File: src/rtl/kyogenrv_avm_arbiter_if.sv
// ---------------------------------------------------------------------------
// kyogenrv_avm_arbiter_if
// Bundles the three Avalon-MM ports around the kyogenrv_avm_arbiter:
//   i_*  imem master port   (read only)
//   d_*  dmem master port   (read / write, byte enables)
//   m_*  shared slave port  (toward the memory)
// Modports:
//   slave  - the arbiter's view: it receives the core requests and drives
//            the stalls/read data back, and it drives the shared slave command.
//   master - the environment's view: the cores issue requests and the memory
//            answers the slave command.
// Parameters: AW address width, DW data width (byteenable width DW/8).
// ---------------------------------------------------------------------------
interface kyogenrv_avm_arbiter_if #(
    parameter int AW = 32,
    parameter int DW = 32
);
    // imem port
    logic              i_read;
    logic [AW-1:0]     i_addr;
    logic              i_waitrequest;
    logic [DW-1:0]     i_readdata;
    logic              i_readdatavalid;

    // dmem port
    logic              d_read;
    logic              d_write;
    logic [AW-1:0]     d_addr;
    logic [DW-1:0]     d_writedata;
    logic [DW/8-1:0]   d_byteenable;
    logic              d_waitrequest;
    logic [DW-1:0]     d_readdata;
    logic              d_readdatavalid;

    // shared slave port
    logic              m_read;
    logic              m_write;
    logic [AW-1:0]     m_address;
    logic [DW-1:0]     m_writedata;
    logic [DW/8-1:0]   m_byteenable;
    logic              m_waitrequest;
    logic [DW-1:0]     m_readdata;
    logic              m_readdatavalid;

    modport slave (
        input  i_read, i_addr,
        output i_waitrequest, i_readdata, i_readdatavalid,
        input  d_read, d_write, d_addr, d_writedata, d_byteenable,
        output d_waitrequest, d_readdata, d_readdatavalid,
        output m_read, m_write, m_address, m_writedata, m_byteenable,
        input  m_waitrequest, m_readdata, m_readdatavalid
    );

    modport master (
        output i_read, i_addr,
        input  i_waitrequest, i_readdata, i_readdatavalid,
        output d_read, d_write, d_addr, d_writedata, d_byteenable,
        input  d_waitrequest, d_readdata, d_readdatavalid,
        input  m_read, m_write, m_address, m_writedata, m_byteenable,
        output m_waitrequest, m_readdata, m_readdatavalid
    );
endinterface

File: src/rtl/kyogenrv_avm_arbiter.sv
// ---------------------------------------------------------------------------
// kyogenrv_avm_arbiter
// Two-master (imem, dmem) to one-slave Avalon-MM arbiter. Serialises
// instruction fetches and data loads/stores onto one shared memory slave,
// one transfer in flight at a time, and routes waitrequest / readdata back
// to the granted master.
//
// Ports:
//   clock  - system clock, rising edge
//   reset  - asynchronous, active-high
//   bus    - kyogenrv_avm_arbiter_if.slave (i_*, d_*, m_* signal groups)
//
// FSM: IDLE -> ISSUE -> (RDWAIT) -> IDLE, owner bit own (0 imem, 1 dmem).
// Read data is registered, so read latency seen by a master is the slave
// latency + 1. Read data outputs hold their value between valid pulses.
//
// Build option:
//   KRV_ARB_RR_EN  defined   - round-robin: last-granted master loses a tie
//                              (tie-break resets to "imem last").
//                  undefined - fixed priority: dmem wins every tie.
// ---------------------------------------------------------------------------
module kyogenrv_avm_arbiter #(
    parameter int AW = 32,
    parameter int DW = 32
) (
    input  logic                   clock,
    input  logic                   reset,
    kyogenrv_avm_arbiter_if.slave  bus
);

    typedef enum logic [1:0] {
        ST_IDLE   = 2'd0,
        ST_ISSUE  = 2'd1,
        ST_RDWAIT = 2'd2
    } state_t;

    state_t          state, state_nxt;
    logic            own, own_nxt;
    logic            i_req, d_req, grant_d;
    logic            own_read, own_write;
    logic            rd_done;

    logic            m_read_c, m_write_c;
    logic [AW-1:0]   m_address_c;
    logic [DW/8-1:0] m_byteenable_c;
    logic            i_wait_c, d_wait_c;

    logic [DW-1:0]   i_rdata_p1, d_rdata_p1;
    logic            i_vld_p1, d_vld_p1;

    assign i_req = bus.i_read;
    assign d_req = bus.d_read | bus.d_write;

`ifdef KRV_ARB_RR_EN
    // last_d: 1 when dmem was the most recent grant; resets to "imem last"
    // so dmem takes the first tie.
    logic last_d;

    assign grant_d = d_req & (~i_req | ~last_d);

    always_ff @(posedge clock or posedge reset) begin
        if (reset) begin
            last_d <= 1'b0;
        end else if (state == ST_IDLE && (i_req || d_req)) begin
            last_d <= grant_d;
        end
    end
`else
    // Fixed priority keeps loads/stores from starving behind fetch.
    assign grant_d = d_req;
`endif

    // Owner's request; read wins when dmem raises read and write together.
    assign own_read  = own ? bus.d_read : bus.i_read;
    assign own_write = own & bus.d_write & ~bus.d_read;
    assign rd_done   = (state == ST_RDWAIT) && bus.m_readdatavalid;

    always_ff @(posedge clock or posedge reset) begin
        if (reset) begin
            state <= ST_IDLE;
            own   <= 1'b0;
        end else begin
            state <= state_nxt;
            own   <= own_nxt;
        end
    end

    always_comb begin
        state_nxt      = state;
        own_nxt        = own;
        m_read_c       = 1'b0;
        m_write_c      = 1'b0;
        m_address_c    = own ? bus.d_addr : bus.i_addr;
        m_byteenable_c = own ? bus.d_byteenable : '1;
        i_wait_c       = 1'b1;
        d_wait_c       = 1'b1;

        unique case (state)
            ST_IDLE: begin
                if (i_req || d_req) begin
                    own_nxt   = grant_d;
                    state_nxt = ST_ISSUE;
                end
            end
            ST_ISSUE: begin
                if (!own_read && !own_write) begin
                    // Owner withdrew its request: abandon without a command.
                    state_nxt = ST_IDLE;
                end else begin
                    m_read_c  = own_read;
                    m_write_c = own_write;
                    if (own) d_wait_c = bus.m_waitrequest;
                    else     i_wait_c = bus.m_waitrequest;
                    if (!bus.m_waitrequest) begin
                        // A write is complete once the slave accepts it.
                        state_nxt = own_read ? ST_RDWAIT : ST_IDLE;
                    end
                end
            end
            ST_RDWAIT: begin
                if (bus.m_readdatavalid) state_nxt = ST_IDLE;
            end
            default: state_nxt = ST_IDLE;
        endcase
    end

    // ---- read-return stage (p1): slave data registered to the owner ----
    always_ff @(posedge clock or posedge reset) begin
        if (reset) begin
            i_vld_p1   <= 1'b0;
            d_vld_p1   <= 1'b0;
            i_rdata_p1 <= '0;
            d_rdata_p1 <= '0;
        end else begin
            i_vld_p1 <= rd_done & ~own;
            d_vld_p1 <= rd_done & own;
            if (rd_done && !own) i_rdata_p1 <= bus.m_readdata;
            if (rd_done &&  own) d_rdata_p1 <= bus.m_readdata;
        end
    end

    assign bus.m_read          = m_read_c;
    assign bus.m_write         = m_write_c;
    assign bus.m_address       = m_address_c;
    assign bus.m_writedata     = bus.d_writedata;
    assign bus.m_byteenable    = m_byteenable_c;

    assign bus.i_waitrequest   = i_wait_c;
    assign bus.i_readdata      = i_rdata_p1;
    assign bus.i_readdatavalid = i_vld_p1;

    assign bus.d_waitrequest   = d_wait_c;
    assign bus.d_readdata      = d_rdata_p1;
    assign bus.d_readdatavalid = d_vld_p1;

endmodule

File: src/flat_wrapper.sv
// flat-port wrapper written by rule: the top's interface ports become plain ports
module kyogenrv_avm_arbiter_flat 
#(
    parameter int AW = 32,
    parameter int DW = 32
)
  (clock, reset, bus_i_read, bus_i_addr, bus_i_waitrequest, bus_i_readdata, bus_i_readdatavalid, bus_d_read, bus_d_write, bus_d_addr, bus_d_writedata, bus_d_byteenable, bus_d_waitrequest, bus_d_readdata, bus_d_readdatavalid, bus_m_read, bus_m_write, bus_m_address, bus_m_writedata, bus_m_byteenable, bus_m_waitrequest, bus_m_readdata, bus_m_readdatavalid);
  kyogenrv_avm_arbiter_if #(.AW(AW), .DW(DW)) bus_i ();
  input  logic clock;
  input  logic reset;
  input wire logic [$bits(bus_i.i_read)-1:0] bus_i_read;
  input wire logic [$bits(bus_i.i_addr)-1:0] bus_i_addr;
  output wire logic [$bits(bus_i.i_waitrequest)-1:0] bus_i_waitrequest;
  output wire logic [$bits(bus_i.i_readdata)-1:0] bus_i_readdata;
  output wire logic [$bits(bus_i.i_readdatavalid)-1:0] bus_i_readdatavalid;
  input wire logic [$bits(bus_i.d_read)-1:0] bus_d_read;
  input wire logic [$bits(bus_i.d_write)-1:0] bus_d_write;
  input wire logic [$bits(bus_i.d_addr)-1:0] bus_d_addr;
  input wire logic [$bits(bus_i.d_writedata)-1:0] bus_d_writedata;
  input wire logic [$bits(bus_i.d_byteenable)-1:0] bus_d_byteenable;
  output wire logic [$bits(bus_i.d_waitrequest)-1:0] bus_d_waitrequest;
  output wire logic [$bits(bus_i.d_readdata)-1:0] bus_d_readdata;
  output wire logic [$bits(bus_i.d_readdatavalid)-1:0] bus_d_readdatavalid;
  output wire logic [$bits(bus_i.m_read)-1:0] bus_m_read;
  output wire logic [$bits(bus_i.m_write)-1:0] bus_m_write;
  output wire logic [$bits(bus_i.m_address)-1:0] bus_m_address;
  output wire logic [$bits(bus_i.m_writedata)-1:0] bus_m_writedata;
  output wire logic [$bits(bus_i.m_byteenable)-1:0] bus_m_byteenable;
  input wire logic [$bits(bus_i.m_waitrequest)-1:0] bus_m_waitrequest;
  input wire logic [$bits(bus_i.m_readdata)-1:0] bus_m_readdata;
  input wire logic [$bits(bus_i.m_readdatavalid)-1:0] bus_m_readdatavalid;
  assign bus_i.i_read = bus_i_read;
  assign bus_i.i_addr = bus_i_addr;
  assign bus_i_waitrequest = bus_i.i_waitrequest;
  assign bus_i_readdata = bus_i.i_readdata;
  assign bus_i_readdatavalid = bus_i.i_readdatavalid;
  assign bus_i.d_read = bus_d_read;
  assign bus_i.d_write = bus_d_write;
  assign bus_i.d_addr = bus_d_addr;
  assign bus_i.d_writedata = bus_d_writedata;
  assign bus_i.d_byteenable = bus_d_byteenable;
  assign bus_d_waitrequest = bus_i.d_waitrequest;
  assign bus_d_readdata = bus_i.d_readdata;
  assign bus_d_readdatavalid = bus_i.d_readdatavalid;
  assign bus_m_read = bus_i.m_read;
  assign bus_m_write = bus_i.m_write;
  assign bus_m_address = bus_i.m_address;
  assign bus_m_writedata = bus_i.m_writedata;
  assign bus_m_byteenable = bus_i.m_byteenable;
  assign bus_i.m_waitrequest = bus_m_waitrequest;
  assign bus_i.m_readdata = bus_m_readdata;
  assign bus_i.m_readdatavalid = bus_m_readdatavalid;
  kyogenrv_avm_arbiter #(.AW(AW), .DW(DW)) u_core (.clock(clock), .reset(reset), .bus(bus_i));
endmodule
File: config.mk
export PLATFORM = sky130hd
export DESIGN_NAME = kyogenrv_avm_arbiter_flat
export DESIGN_NICKNAME = d
export VERILOG_FILES = /design/src/rtl/kyogenrv_avm_arbiter_if.sv /design/src/rtl/kyogenrv_avm_arbiter.sv /design/src/flat_wrapper.sv
export SDC_FILE = /design/constraint.sdc
export NUM_CORES = 1
export LEC_CHECK = 0
export CORE_AREA = 2 2 108 110
export DETAILED_ROUTE_END_ITERATION = 10
export DIE_AREA = 0 0 110 112
export GPL_ROUTABILITY_DRIVEN = 0
export PLACE_DENSITY_LB_ADDON = 0.2
export SLEW_MARGIN = 15
export SYNTH_ARGS = -nofsm -noshare
export SYNTH_HDL_FRONTEND = slang
export SYNTH_SLANG_ARGS = --single-unit
export TNS_END_PERCENT = 20
File: constraint.sdc
create_clock -name clock -period 3 [get_ports clock]
set_clock_uncertainty 0.05 [all_clocks]
set_input_delay 0.75 -clock clock [delete_from_list [all_inputs] [get_ports clock]]
set_output_delay 0.75 -clock clock [all_outputs]
set_load 0.01 [all_outputs]
==> load_flow_metrics.sql <==
INSERT INTO impl_metrics (metric_group, metric, value, unit) VALUES
('outcome', 'status', 'completed', ''),
('placed_design', 'port_buffers', '212', ''),
('worst_setup_path', 'critical_path_arrival', '2.12', 'ns'),
('die', 'initial_utilization', '29.4', '%'),
('timing', 'timing_worst_slew_pin_value', '0.764', 'ns'),
('cells_and_area', 'nNetsFinal', '562', ''),
('timing', 'finalCritPeriodShare', '97.3', '%'),
('clocking', 'clock_tree.buffer_depth', '2', ''),
('die', 'io-pin-count', '277', ''),
('die', 'die-height', '112', 'um'),
('cells_and_area', 'drive_gt1_share', '28.7', '%'),
('placed_design', 'dpl.cell_count', '555', ''),
('detailed_routing', 'ant_nets', '0', ''),
('timing', 'pins_over_slew_limit', '0', ''),
('timing', 'final.min_clock_period', '2.92', 'ns'),
('clocking', 'htreeDepth', '3', ''),
('global_route', 'use_met2', '28.2', '%'),
('timing', 'maxClockFrequency', '342', 'MHz'),
('power_and_ir_drop', 'p_per_cell_area', '899', 'nW/um^2'),
('timing', 'finalSetupTns', '0', 'ns'),
('die', 'rows', '39', ''),
('logic_synthesis', 'sequential_element_share_of_the_synthesized_area', '52.6', '%'),
('global_route', 'gr-usage-met3', '7.67', '%'),
('timing', 'max_slew_margin', '49.0', '%'),
('detailed_routing', 'detailed_route_vias_per_instance', '4.51', ''),
('worst_setup_path', 'reg2reg_slack', '1.30', 'ns'),
('global_route', 'track_usage', '16.6', '%'),
('timing', 'rsz_0062_raised_after_global_routing', 'no', ''),
('logic_synthesis', 'synth_area', '3280', 'sq um'),
('cells_and_area', 'syn2layout_area_growth', '73.4', '%'),
('worst_setup_path', 'worstSetupStartpoint', 'bus_d_write', ''),
('global_route', 'grt_overflow_total', '0', ''),
('worst_setup_path', 'worst_path_max_delay_cell', 'clkdlybuf4s50_1', ''),
('die', 'die-width', '110', 'um'),
('global_route', 'grt_first_pass_wirelength', '15300', 'um'),
('clocking', 'cts_root_buffer', 'clkbuf_16', ''),
('worst_hold_path', 'hold_path_class', 'flip-flop to flip-flop', ''),
('cells_and_area', 'post-route-util', '50.9', '%'),
('cells_and_area', 'final_cell_mix', '210 x clkdlybuf4s50_1, 96 x mux2_2, 69 x dfrtp_1, 9 x clkbuf_16', ''),
('worst_setup_path', 'worst_r2r_path_depth', '4', ''),
('detailed_routing', 'drcViolationCount', '0', ''),
('clocking', 'cts.reportedPaths.clkPinSlew', '0.05', 'ns'),
('worst_setup_path', 'crit_chain', 'clkdlybuf4s50_1 > nand2_1 > nor3_1 > clkdlybuf4s50_1', ''),
('cells_and_area', 'most_common_cell_after_layout_fill_and_taps_aside', 'clkdlybuf4s50_1', ''),
('worst_setup_path', 'critPathRequiredTime', '2.20', 'ns'),
('worst_setup_path', 'launching_point_of_the_worst_reg2reg_path', 'u_core.own$_DFFE_PP0P_', ''),
('logic_synthesis', 'yosys_register_bits', '69', ''),
('die', 'floorplan.die_area', '12300', 'sq um'),
('clocking', 'clock_latency', '0.32', 'ns'),
('logic_synthesis', 'postSynthCellCount', '235', ''),
('detailed_routing', 'drt_first_iter_violations', '55', ''),
('die', 'coreArea', '11200', 'sq um'),
('clocking', 'tritoncts_buffers', '9', ''),
('logic_synthesis', 'syn_avg_cell_area', '14.0', 'sq um'),
('global_route', 'antenna_found_initial', '2', ''),
('worst_setup_path', 'cpMostUsedCell', 'clkdlybuf4s50_1', ''),
('logic_synthesis', 'ys.warnings.count', '0', ''),
('timing', 'report.final.hold_viol_count', '0', ''),
('power_and_ir_drop', 'power.ir.vdd_worst', '0.535', 'mV'),
('job', 'max_cap_viol_count', '0', ''),
('clocking', 'cts_sinks', '69', ''),
('detailed_routing', 'wl', '10600', 'um'),
('worst_setup_path', 'worst-setup-path-type', 'input pin to output pin', ''),
('global_route', 'grt_max_degree', '36', ''),
('placed_design', 'post-dp-hpwl', '8110', 'um'),
('worst_setup_path', 'end_kind', 'output pin', ''),
('logic_synthesis', 'syn-num-nets', '374', ''),
('timing', 'setup_viol', '0', ''),
('clocking', 'post_cts.repair.setup_buffers', '0', ''),
('logic_synthesis', 'synth_cell_types', '21', ''),
('worst_hold_path', 'hold-path-cell-count', '1', '');
-- through the flow --
stage	instance area, sq um	hold slack, ns	setup slack [ns]	power [mW]
global route	5690	0.461	0.0230	5.40
detailed placement	5360	0.442	0.0284	4.05
CTS	5680	0.455	0.0212	5.21
global placement	5360	0.438	0.0531	4.01
finish	5690	0.453	0.0800	5.12
floorplan	3280	0.407	0.460	2.63
-- worst min path at each step --
stage          slack, ns                                    end                                   from
3_3_place_gp        0.44            u_core.state[0]$_DFFE_PP0P_            u_core.state[1]$_DFFE_PP0P_
3_5_place_dp        0.44  u_core.bus.d_readdata[14]$_DFFE_PP0P_  u_core.bus.d_readdata[14]$_DFFE_PP0P_
4_1_cts             0.45  u_core.bus.d_readdata[12]$_DFFE_PP0P_  u_core.bus.d_readdata[12]$_DFFE_PP0P_
6_report            0.45  u_core.bus.d_readdata[14]$_DFFE_PP0P_  u_core.bus.d_readdata[14]$_DFFE_PP0P_
5_1_grt             0.46  u_core.bus.d_readdata[19]$_DFFE_PP0P_  u_core.bus.d_readdata[19]$_DFFE_PP0P_
2_1_floorplan       0.41            u_core.state[0]$_DFFE_PP0P_            u_core.state[1]$_DFFE_PP0P_
-- worst max-delay path, delay by kind of cell --
kind	cells	cell delay, ns
buffers and inverters	2	1.09
and+or+nand+nor	2	0.28
-- what timing repair did --
action                                  4_1_cts  5_1_grt
endpoints found under the setup margin        0        2
resized for setup                             0        3
hold buffers                                  0        0
-- cell families (layout without fill, tap and decap cells) --
logic type / after synthesis / in the layout / synth area share (%)
multiplexers: 96 / 96 / 32.9
flip-flops: 69 / 69 / 52.6
buffers and inverters: 45 / 238 / 9.76
AND/OR/NAND/NOR: 20 / 20 / 3.62
AO/OA/AOI/OAI: 5 / 5 / 1.11
other: 0 / 2 / 0
-- final cells by class --
class | count | area (sq um)
antenna | 2 | 5.00
clock buffer | 14 | 284
clock inverter | 2 | 38.8
fill | 1024 | 5480
inverter | 2 | 7.51
multi-input combinational | 121 | 1240
sequential | 69 | 1730
tap | 143 | 179
timing repair buffer | 220 | 2210
-- layer usage --
metal / part of all wire [%] / wire length, um
met1: 35 / 3740
met2: 51 / 5440
met3: 13 / 1350
met4: 0.71 / 75
met5: 0 / 0
-- power breakdown --
part           switching, mW  internal, mW
clock                  0.374         0.736
sequential             0.215          1.35
combinational          0.897          1.54
-- cell usage after synthesis --
master / instances / area (sq um)
mux2_2: 96 / 1080
dfrtp_1: 69 / 1730
buf_4: 32 / 240
buf_2: 7 / 35.0
nand2b_1: 6 / 37.5
nand2_1: 4 / 15.0
buf_6: 3 / 33.8
nor2_1: 3 / 11.3
inv_1: 2 / 7.51
nand3_1: 2 / 10.0
a21oi_1: 1 / 5.00
a22o_1: 1 / 8.76
a31oi_1: 1 / 6.26
buf_1: 1 / 3.75
nand4b_1: 1 / 8.76
nor2b_1: 1 / 6.26
nor3_1: 1 / 5.00
nor3b_4: 1 / 18.8
o21bai_1: 1 / 7.51
o32ai_1: 1 / 8.76
or2_2: 1 / 6.26
-- registers in the layout (all words and copies together), names as in the netlist --
signal                      flops
u_core.bus.d_readdata          32
u_core.bus.d_readdatavalid      1
u_core.own                      1
u_core.bus.i_readdatavalid      1
u_core.bus.i_readdata          32
u_core.state                    2
(Power assumes the default switching activity.)
